==> config.mk <==
export PLATFORM = sky130hd
export DESIGN_NAME = hazard_ctl
export DESIGN_NICKNAME = d
export VERILOG_FILES = /design/src/rtl/hazard_ctl.sv
export SDC_FILE = /design/constraint.sdc
export NUM_CORES = 1
export LEC_CHECK = 0
export CORE_ASPECT_RATIO = 0.8
export CORE_MARGIN = 3
export CORE_UTILIZATION = 40
export CTS_BUF_LIST = sky130_fd_sc_hd__clkbuf_16
export DETAILED_ROUTE_END_ITERATION = 10
export PLACE_DENSITY = 0.79
export SLEW_MARGIN = 30
export SYNTH_ARGS = -nofsm -noshare
export SYNTH_HDL_FRONTEND = slang
export SYNTH_SLANG_ARGS = --single-unit
==> constraint.sdc <==
create_clock -name clk -period 2.2 [get_ports clk]
set_input_delay 0.44 -clock clk [delete_from_list [all_inputs] [get_ports clk]]
set_output_delay 0.44 -clock clk [all_outputs]
set_load 0.01 [all_outputs]
==> src/rtl/hazard_ctl.sv <==
// rtl/hazard_ctl.sv - pipeline hazard controller: stall, flush, halt, stall watchdog (optional stats: HAZARD_STATS_EN)

`ifndef TRAP_STALL
`define TRAP_STALL 8'hFE
`endif

module hazard_ctl #(
    parameter int FLUSH_DEPTH = 2,
    parameter int STALL_MAX   = 15
) (
    input  logic        clk,
    input  logic        rst,
    input  logic [4:0]  id_rs,
    input  logic [4:0]  id_rt,
    input  logic        id_uses_rs,
    input  logic        id_uses_rt,
    input  logic [4:0]  ex_rd,
    input  logic [4:0]  mem_rd,
    input  logic [4:0]  wb_rd,
    input  logic        ex_we,
    input  logic        mem_we,
    input  logic        wb_we,
    input  logic        br_redirect,
    input  logic [7:0]  exc_in,
    output logic        pc_hold,
    output logic        ex_bubble,
    output logic        id_squash,
    output logic        halted,
    output logic [7:0]  exc_out
`ifdef HAZARD_STATS_EN
    ,
    output logic [31:0] stall_cycles,
    output logic [31:0] flush_cycles
`endif
);

    typedef enum logic [1:0] {
        S_RUN   = 2'd0,
        S_STALL = 2'd1,
        S_FLUSH = 2'd2,
        S_HALT  = 2'd3
    } state_t;

    localparam logic [1:0] L_FLUSH_LOAD = 2'(FLUSH_DEPTH - 1);
    localparam logic [7:0] L_WD_LAST    = 8'(STALL_MAX - 1);

    state_t     r_state;
    state_t     w_state_n;
    logic [1:0] r_flush_cnt;
    logic [1:0] w_flush_cnt_n;
    logic [7:0] r_stall_cnt;

    logic w_rs_hit;
    logic w_rt_hit;
    logic w_hazard;
    logic w_wd_trip;
    logic w_exc_halt;
    logic w_halt_ev;

    // Source-register match against every in-flight writer; r0 never creates a dependency
    always_comb begin
        w_rs_hit = id_uses_rs && (id_rs != 5'd0) &&
                   ((ex_we && ex_rd == id_rs) || (mem_we && mem_rd == id_rs) ||
                    (wb_we && wb_rd == id_rs));
        w_rt_hit = id_uses_rt && (id_rt != 5'd0) &&
                   ((ex_we && ex_rd == id_rt) || (mem_we && mem_rd == id_rt) ||
                    (wb_we && wb_rd == id_rt));
        w_hazard = w_rs_hit || w_rt_hit;
    end

    // Mealy outputs; all forced low while rst is asserted
    always_comb begin
        pc_hold   = !rst && w_hazard && !br_redirect &&
                    (r_state == S_RUN || r_state == S_STALL);
        id_squash = !rst && (r_state == S_FLUSH || br_redirect);
        ex_bubble = pc_hold || id_squash;
        halted    = !rst && (r_state == S_HALT);
    end

    // Watchdog trips on the stall cycle that brings the count up to STALL_MAX
    always_comb begin
        w_wd_trip  = pc_hold && (r_stall_cnt == L_WD_LAST);
        w_exc_halt = (exc_in != 8'd0) && (exc_in != `TRAP_STALL);
        w_halt_ev  = w_exc_halt || w_wd_trip;
    end

    // Next-state and flush-counter logic; priority is halt, redirect, hazard
    always_comb begin
        w_state_n     = r_state;
        w_flush_cnt_n = r_flush_cnt;
        case (r_state)
            S_RUN, S_STALL: begin
                if (w_halt_ev) begin
                    w_state_n = S_HALT;
                end else if (br_redirect) begin
                    w_state_n     = S_FLUSH;
                    w_flush_cnt_n = L_FLUSH_LOAD;
                end else if (w_hazard) begin
                    w_state_n = S_STALL;
                end else begin
                    w_state_n = S_RUN;
                end
            end
            S_FLUSH: begin
                if (w_halt_ev) begin
                    w_state_n = S_HALT;
                end else if (br_redirect) begin
                    w_flush_cnt_n = L_FLUSH_LOAD;
                end else if (r_flush_cnt == 2'd0) begin
                    w_state_n = w_hazard ? S_STALL : S_RUN;
                end else begin
                    w_flush_cnt_n = r_flush_cnt - 2'd1;
                end
            end
            S_HALT: begin
                w_state_n = S_HALT;
            end
            default: begin
                w_state_n = S_RUN;
            end
        endcase
    end

    // State register with flush counter
    always_ff @(posedge clk) begin
        if (rst) begin
            r_state     <= S_RUN;
            r_flush_cnt <= 2'd0;
        end else begin
            r_state     <= w_state_n;
            r_flush_cnt <= w_flush_cnt_n;
        end
    end

    // Consecutive-stall counter and one-cycle watchdog exception code
    always_ff @(posedge clk) begin
        if (rst) begin
            r_stall_cnt <= 8'd0;
            exc_out     <= 8'd0;
        end else begin
            r_stall_cnt <= pc_hold ? r_stall_cnt + 8'd1 : 8'd0;
            exc_out     <= w_wd_trip ? `TRAP_STALL : 8'd0;
        end
    end

`ifdef HAZARD_STATS_EN
    // Free-running stall/squash statistics, frozen once halted
    always_ff @(posedge clk) begin
        if (rst) begin
            stall_cycles <= 32'd0;
            flush_cycles <= 32'd0;
        end else if (r_state != S_HALT) begin
            stall_cycles <= stall_cycles + {31'd0, pc_hold};
            flush_cycles <= flush_cycles + {31'd0, id_squash};
        end
    end
`endif

endmodule

[After elaboration in Yosys (flattened, before gate mapping)]
Index checks and enable logic that the tools add are counted.
Operators by class
  bitwise gates (word level): 1
  add/sub/neg operators: 2
  equal/unequal tests: 17
  multiplexer cells: 14
  reduce and logical (&&, ||, !) cells: 38
Operator list (count)
  $eq 5x5->1: 6
  $mux 2: 10
  $logic_and 1x1->1: 17
  $reduce_bool 5->1: 2
  $logic_or 1x1->1: 9
  $add 8x1->8 const B: 1
  $eq 8x4->1 const B: 1
  $mux 8: 1
  $ne 8x8->1 const B: 1
  $reduce_bool 8->1: 1
  $ne 2x2->1 const B: 3
  $ne 3x3->1 const B: 2
  $pmux 2 s3: 1
  $reduce_and 5->1: 1
  $eq 2x2->1 const B: 2
  $logic_not 2->1: 2
  $pmux 2 s2: 1
  $reduce_or 2->1: 2
  $ne 3x2->1 const B: 1
  $eq 2x1->1 const B: 1
  $logic_not 1->1: 2
  $reduce_and 2->1: 1
  $reduce_bool 2->1: 1
  $sub 2x1->2 const B: 1
  2 further kinds: 2
Word-level totals
  register bits after elaboration: 20
  word-level logic and storage cells: 76

[Depth between registers and ports, before layout]
Gate-level depths: netlist of the first run.
  word-level depth: 13
  gate-level depth with buffers: 7
  mapped depth without buffers: 7

[Worst setup path before layout of the first run]
OpenSTA, ideal clock, no wires.
  path type: in2out
  from: in id_rt[1]
  to: out ex_bubble
  data required time: 1760 ps
  setup slack: 203 ps
  arrival time: 1557 ps
  buffers on the path: 1
  stages on the path: 6
  cell sequence: or4_1 > o21ai_1 > a31oi_1 > o21ai_2 > buf_6 > o21ai_2
Between the ends
  longest elaborated chain between the ends: 10
  elaborated cells between the ends (all ways): 16
Ends and longest elaborated chain
  start: declaration: RTL line 14  | input logic [4:0] id_rt,
  $eq 5x5->1: RTL line 66  | ((ex_we && ex_rd == id_rt) || (mem_we && mem_rd == id_rt) ||
  $logic_and 1x1->1: RTL line 66
  $logic_or 1x1->1 (2 in a row): RTL line 66
  $logic_and 1x1->1 (*): RTL line 65  | w_rt_hit = id_uses_rt && (id_rt != 5'd0) &&
  $logic_or 1x1->1 (*): RTL line 68  | w_hazard = w_rs_hit || w_rt_hit;
  $logic_and 1x1->1 (*) (3 in a row): RTL line 73  | pc_hold = !rst && w_hazard && !br_redirect &&
  $logic_or 1x1->1 (*): RTL line 76  | ex_bubble = pc_hold || id_squash;
  end: declaration: RTL line 26  | output logic ex_bubble,
Mark *: on every way between the ends. The rest lies on a longest branch, timed or not.

[Worst setup path in the final report of the first run]
  from: in id_rs[2]
  to: out ex_bubble
Between the ends
  longest elaborated chain between the ends: 10
  elaborated cells between the ends (all ways): 16
Ends and longest elaborated chain
  start: declaration: RTL line 13  | input logic [4:0] id_rs,
  $eq 5x5->1: RTL line 63  | ((ex_we && ex_rd == id_rs) || (mem_we && mem_rd == id_rs) ||
  $logic_and 1x1->1: RTL line 63
  $logic_or 1x1->1 (2 in a row): RTL line 63
  $logic_and 1x1->1 (*): RTL line 62  | w_rs_hit = id_uses_rs && (id_rs != 5'd0) &&
  $logic_or 1x1->1 (*): RTL line 68
  $logic_and 1x1->1 (*) (3 in a row): RTL line 73
  $logic_or 1x1->1 (*): RTL line 76
Marked as above.

==> flow_summary.yaml, run 1 <==
logic_synthesis:
  ys_types: 34
  syn_area_um2: 1080
  async_flop_share_pct: 0
  syn-num-nets: 176
  synth_edf_count: 0
  synth-main-ff-cell: "dfxtp_1"
  syn_area_per_cell_um2: 8.20
  synth_warnings: 0
  synthCells: 132
  ys_seq_area_share_pct: 24.0
  ys_ff_latch: 13
routing:
  drc: 0
  first_pass_iters: 7
  vias: 1195
  postRouteAntennaNets: 0
  drtIter0Drc: 45
  wl_per_cell_um: 14.3
  vias_per_cell: 5.09
  routed_wirelength_mm: 3.36
sta:
  fin_ws_ns: 0.0335
  fmax_mhz: 462
  fin_skew_ns: 0.00350
  finalMaxSlewViolations: 0
  rsz0062_at_grt: "true"
  fin_crit_ns: 2.17
  finalHoldViolations: 0
  setup_viol: 0
  period_share_pct: 98.5
grt:
  grt_pass1_vias: 1247
  grt_busiest_layer: "met2"
  grt_util_met1_pct: 21.2
  grtUsageTotal_pct: 20.4
  grt_max_degree: 11
  use_met3_pct: 5.79
  grt_pass1_wl_mm: 5.40
  gr-total-overflow: 0
  met2_usage_pct: 41.5
  grt_antenna_before_repair: 0
cts:
  clk_pin_slew_worst_paths_ns: 0.04
  htreeDepth: 1
  clock_path_buffers: 2
  cts_tree: "done"
  cts_buffers: 3
  root_buffer: "clkbuf_16"
  clock_latency_ns: 0.24
  cts_sinks: 13
placement:
  place_inst: 223
  portBuffers: 51
  routabilityCongestion: 0.971
  pre_cts_ws_ns: -0.868
  placed_area_um2: 1670
  dp_hpwl_mm: 2.40
setup_path:
  end_kind: "primary output"
  critPathMaxFanout: 4
  critical_path.endpoint: "ex_bubble"
  start_kind: "primary input"
  ff2ff_path_depth: 4
  reg2reg_setup_slack_ns: 0.86
  worstSetupStartpoint: "id_rs[2]"
  reg2reg_to: "r_stall_cnt[7]$_SDFF_PP0_"
  worstPathRequired_ns: 1.76
  r2r_start: "r_stall_cnt[2]$_SDFF_PP0_"
  arrival_ns: 1.73
  worstSetupPathType: "primary input to primary output"
pwr:
  p_total_uw: 783
  p_leak_nw: 0.778
  peakVddDrop_uv: 338
  powerDensity_nw_per_um2: 422
run:
  cap_violations: 0
finish:
  final_cell_count_no_fill: 235
  layout_common_cells: "xor2_1, clkdlybuf4s50_1, buf_4"
  drive_above_1_share_pct: 35.2
  fin_util_pct: 74.2
  design_area_um2: 1860
  final_common_cell: "xor2_1"
  n_antenna_cell: 0
  synthToLayoutAreaGrowth_pct: 71.6
  fillCellCount: 182
  fin_nets: 244
floorplanning:
  num_rows: 16
  die-height_um: 52.5
  pin_count: 53
  core_area_um2: 2500
  dieArea_um2: 3370
  initial_core_util_pct: 43.3
  die_x_um: 64.2
hold_path:
  hold_path_class: "flop to flop"
run_status:
  status: "finished clean"
==> how the worst min path moves through the flow <==
stage | start | end | slack, ns | depth (start not counted)
after floorplan | r_stall_cnt[0]$_SDFF_PP0_ | r_stall_cnt[0]$_SDFF_PP0_ | 0.44 | 1
after global placement | r_stall_cnt[0]$_SDFF_PP0_ | r_stall_cnt[0]$_SDFF_PP0_ | 0.46 | 1
after detailed placement | r_stall_cnt[0]$_SDFF_PP0_ | r_stall_cnt[0]$_SDFF_PP0_ | 0.47 | 1
after CTS | r_stall_cnt[0]$_SDFF_PP0_ | r_stall_cnt[0]$_SDFF_PP0_ | 0.48 | 1
after global routing | r_stall_cnt[7]$_SDFF_PP0_ | r_stall_cnt[7]$_SDFF_PP0_ | 0.55 | 2
final | r_stall_cnt[0]$_SDFF_PP0_ | r_stall_cnt[0]$_SDFF_PP0_ | 0.51 | 1
==> stage by stage <==
stage          hold slack, ns  TNS [ns]
6_report                0.509         0
2_1_floorplan           0.441         0
5_1_grt                 0.547    -0.144
3_3_place_gp            0.457     -3.20
4_1_cts                 0.483   -0.0218
3_5_place_dp            0.473     -3.40
==> flip-flops by register name, indices dropped and copies added, names as in the netlist <==
register     count
r_state          2
exc_out          1
r_flush_cnt      2
r_stall_cnt      8
==> Yosys cell counts (2+ instances only) <==
cell type   n  area share [%]
a21oi_1     3             1.4
a31oi_1     2             1.2
buf_4       7             4.9
dfxtp_1    13              24
ha_1        3             3.5
inv_1       6             2.1
nand2_1     4             1.4
nand3_1     9             4.2
nand4_1     3             1.7
nor2_1     14             4.9
nor4_1      7             4.0
o21ai_0     2            0.92
o21ai_1     2            0.92
o21ai_2     2             1.6
or4_1       3             2.1
xnor2_1     7             5.7
xor2_1     28              23
==> what timing repair did <==
action,4_1_cts,5_1_grt
cloned,0,0
endpoints found under the hold margin,0,0
pin swaps,21,19
gates resized for setup,104,34
setup buffers,9,1
endpoints found under the setup margin,4,4
hold buffers,0,0
==> where the power goes <==
group	leakage (nW)	switching, mW	internal [mW]	total (mW)
combinational	0.630	0.0912	0.117	0.208
clock	0.0423	0.0948	0.239	0.334
sequential	0.105	0.00289	0.239	0.242
total	0.778	0.189	0.594	0.783
==> area by class of cell <==
class | count | area (um2) | area share, %
multi-input cells | 104 | 846 | 45.6
repair buffers | 72 | 604 | 32.5
flip-flops and latches | 13 | 260 | 14.0
clock buffers | 3 | 75.1 | 4.04
well taps | 36 | 45.0 | 2.43
inverters | 6 | 22.5 | 1.21
clock inverters | 1 | 3.75 | 0.202
==> per-layer routing <==
metal  up-vias  routed length, um
met5         -                  0
met2        52               1810
met3         4                246
met4         0                 22
li1        579                  -
met1       560               1280
==> cell families (layout without fill, tap and decap cells) <==
| group | Yosys count | after routing | synth area share [%] |
|---|---|---|---|
| adders and majority gates | 3 | 3 | 3.47 |
| and+or+nand+nor | 48 | 48 | 24.2 |
| buffers and inverters | 15 | 82 | 8.32 |
| other | 1 | 1 | 0.346 |
| xor gates and xnor gates | 35 | 35 | 28.3 |
| AOI/OAI and AO/OA | 16 | 16 | 10.4 |
| DFF | 13 | 13 | 24.0 |
| muxes | 1 | 1 | 0.925 |
==> worst max-delay path: stages <==
cell and delay, ns:
buf_4 0.14, or4_4 0.51, o21ai_2 0.20, a31oi_4 0.06
o21ai_4 0.17, o21ai_2 0.07, buf_2 0.14
Power figures use the tool's default switching activity.
==> run 2: changes to the inputs <==
--- a/config.mk
+++ b/config.mk
@@ -11,6 +11,7 @@
 export CTS_BUF_LIST = sky130_fd_sc_hd__clkbuf_16
 export DETAILED_ROUTE_END_ITERATION = 10
 export PLACE_DENSITY = 0.79
+export REMOVE_ABC_BUFFERS = 1
 export SLEW_MARGIN = 30
 export SYNTH_ARGS = -nofsm -noshare
 export SYNTH_HDL_FRONTEND = slang
==> run 2 against run 1 <==
  * The flow now finishes with violations (negative setup slack)
  * First-iteration DRC count is 18% lower
  * Final area is 3.8% lower
  * Global-route usage shrank 0.72 points
  * Non-clock buffer count decreased by 5
  * Via count shrank 6.0%
  * Worst setup slack worse by 0.073 ns
  * Register-to-register slack got worse by 0.03 ns
  * Combinational power is 6% lower
  * Routed wire length shrank 2.6%
  * Total power shrank 2.3%
  * Fmax is 3.2% lower
==> flow_summary.yaml, run 2 (synthesis gave the netlist of run 1 again) <==
placement:
  placed_area_um2: 1670
  pre_cts_ws_ns: -0.894
  portBuffers: 51
  routabilityCongestion: 0.889
  place_inst: 223
  dp_hpwl_mm: 2.47
pwr:
  p_leak_nw: 0.738
  peakVddDrop_uv: 251
  powerDensity_nw_per_um2: 429
finish:
  synthToLayoutAreaGrowth_pct: 65.0
  top_register: "r_stall_cnt"
  layout_common_cells: "xor2_1, clkdlybuf4s50_1, buf_4"
  final_common_cell: "xor2_1"
  largest_reg_flops: 8
  design_area_um2: 1790
  final_cell_count_no_fill: 230
  fin_nets: 239
  top_regs: "r_stall_cnt: 8 flops, r_flush_cnt: 2 flops, r_state: 2 flops"
  drive_above_1_share_pct: 27.3
  n_antenna_cell: 0
sta:
  rsz0062_at_grt: "true"
  period_share_pct: 102
  fin_skew_ns: 0.00102
  finalHoldViolations: 0
  setup_tns_ns: -0.0390
  fin_crit_ns: 2.24
  hold_slack_ns: 0.488
  fmax_mhz: 447
  fin_ws_ns: -0.0390
  finalMaxSlewViolations: 0
  setup_viol: 1
setup_path:
  end_kind: "primary output"
  arrival_ns: 1.80
  critPathMaxFanout: 3
  cp_common_cell: "o21ai_2"
  worstSetupPathType: "primary input to primary output"
  worstPathCellList: "buf_8 > buf_6 > xor2_2 > nor4_2 > nand3_1 > a31oi_2 > o21ai_2 > o21ai_2 > buf_2"
  start_kind: "primary input"
  slowest_stage: "nor4_2"
  slowest_delay_ns: 0.28
  worstPathRequired_ns: 1.76
routing:
  postRouteAntennaNets: 0
  drtIter0Drc: 37
  routed_wirelength_mm: 3.27
  wl_per_cell_um: 14.2
  first_pass_iters: 4
  vias_per_cell: 4.88
  vias: 1123
  drc: 0
grt:
  grt_antenna_before_repair: 0
  grt_util_met1_pct: 18.5
  grtUsageTotal_pct: 19.7
  use_met3_pct: 4.94
  grt_max_degree: 11
  grt_pass1_vias: 1185
  grt_pass1_wl_mm: 5.15
  grt_busiest_layer: "met2"
  gr-total-overflow: 0
  met2_usage_pct: 40.7
cts:
  clock_latency_ns: 0.23
  cts_sinks: 13
  clk_pin_slew_worst_paths_ns: 0.04
  htreeDepth: 1
  cts_buffers: 3
  cts_tree: "done"
  root_buffer: "clkbuf_16"
  clock_path_buffers: 2
floorplanning:
  die-height_um: 52.5
  num_rows: 16
  die_x_um: 64.2
  core_area_um2: 2500
  pin_count: 53
  dieArea_um2: 3370
  initial_core_util_pct: 43.3
run_status:
  status: "complete, but fails checks"
  violations: "negative setup slack"
run:
  cap_violations: 0
hold_path:
  hold_path_class: "flop to flop"
-- run 2: cell types whose count changed in the layout (fill, tap and decap cells not counted), moves of 3 or more --
| cell | delta |
|---|---|
| clkdlybuf4s15_1 | +5 |
| clkbuf_2 | -4 |
| dlygate4sd2_1 | +3 |
| clkdlybuf4s15_2 | +4 |
| buf_6 | -5 |
| buf_4 | -6 |
-- run 2: path summary, 6_finish.rpt --
| check | endpoint | startpoint | cells after the start | slack (ns) |
|---|---|---|---|---|
| worst max-delay path | ex_bubble | id_rt[2] | 9 | -0.04 |
| worst min-delay path | r_stall_cnt[0]$_SDFF_PP0_ | r_stall_cnt[0]$_SDFF_PP0_ | 1 | 0.49 |
| worst max register to register | r_stall_cnt[7]$_SDFF_PP0_ | r_stall_cnt[2]$_SDFF_PP0_ | 4 | 0.83 |
| worst min register to register | r_stall_cnt[0]$_SDFF_PP0_ | r_stall_cnt[0]$_SDFF_PP0_ | 1 | 0.49 |
-- run 2: worst max-delay path, delay by kind of cell --
family | cells | cell delay, ns
simple gates | 2 | 0.42
compound gates | 3 | 0.42
xor+xnor | 1 | 0.17
buf+inv | 3 | 0.36
-- run 2: through the flow --
stage | power (mW) | util (%)
6_report | 0.765 | 71.4
3_5_place_dp | 0.437 | 66.6
4_1_cts | 0.766 | 71.3
2_1_floorplan | 0.307 | -
5_1_grt | 0.799 | 71.4
3_3_place_gp | 0.433 | 66.6
-- run 2: report_power, final --
part           switching [mW]  internal (mW)
Sequential            0.00297          0.239
Combinational          0.0859          0.109
Clock                  0.0894          0.239
Total                   0.178          0.587
-- run 2: cell type report --
cell class              count  area, um2
fillers                   204        717
clock buffers               3       75.1
well taps                  36       45.0
flip-flops and latches     13        260
multi-input cells         104        790
inverters                   6       22.5
clock inverters             1       3.75
repair buffers             67        589
-- run 2: what timing repair did --
| action | in CTS | in global routing |
|---|---|---|
| resized for setup | 90 | 8 |
| buffers inserted | 3 | 0 |
| endpoints found under the hold margin | 0 | 0 |
| setup endpoints to repair | 3 | 4 |
| pin swaps | 18 | 2 |
| hold buffers | 0 | 0 |
-- run 2: layer usage --
layer | routed length (um) | vias up
li1 | - | 570
met1 | 1230 | 496
met2 | 1740 | 49
met3 | 227 | 8
met4 | 67 | 0
met5 | 0 | -
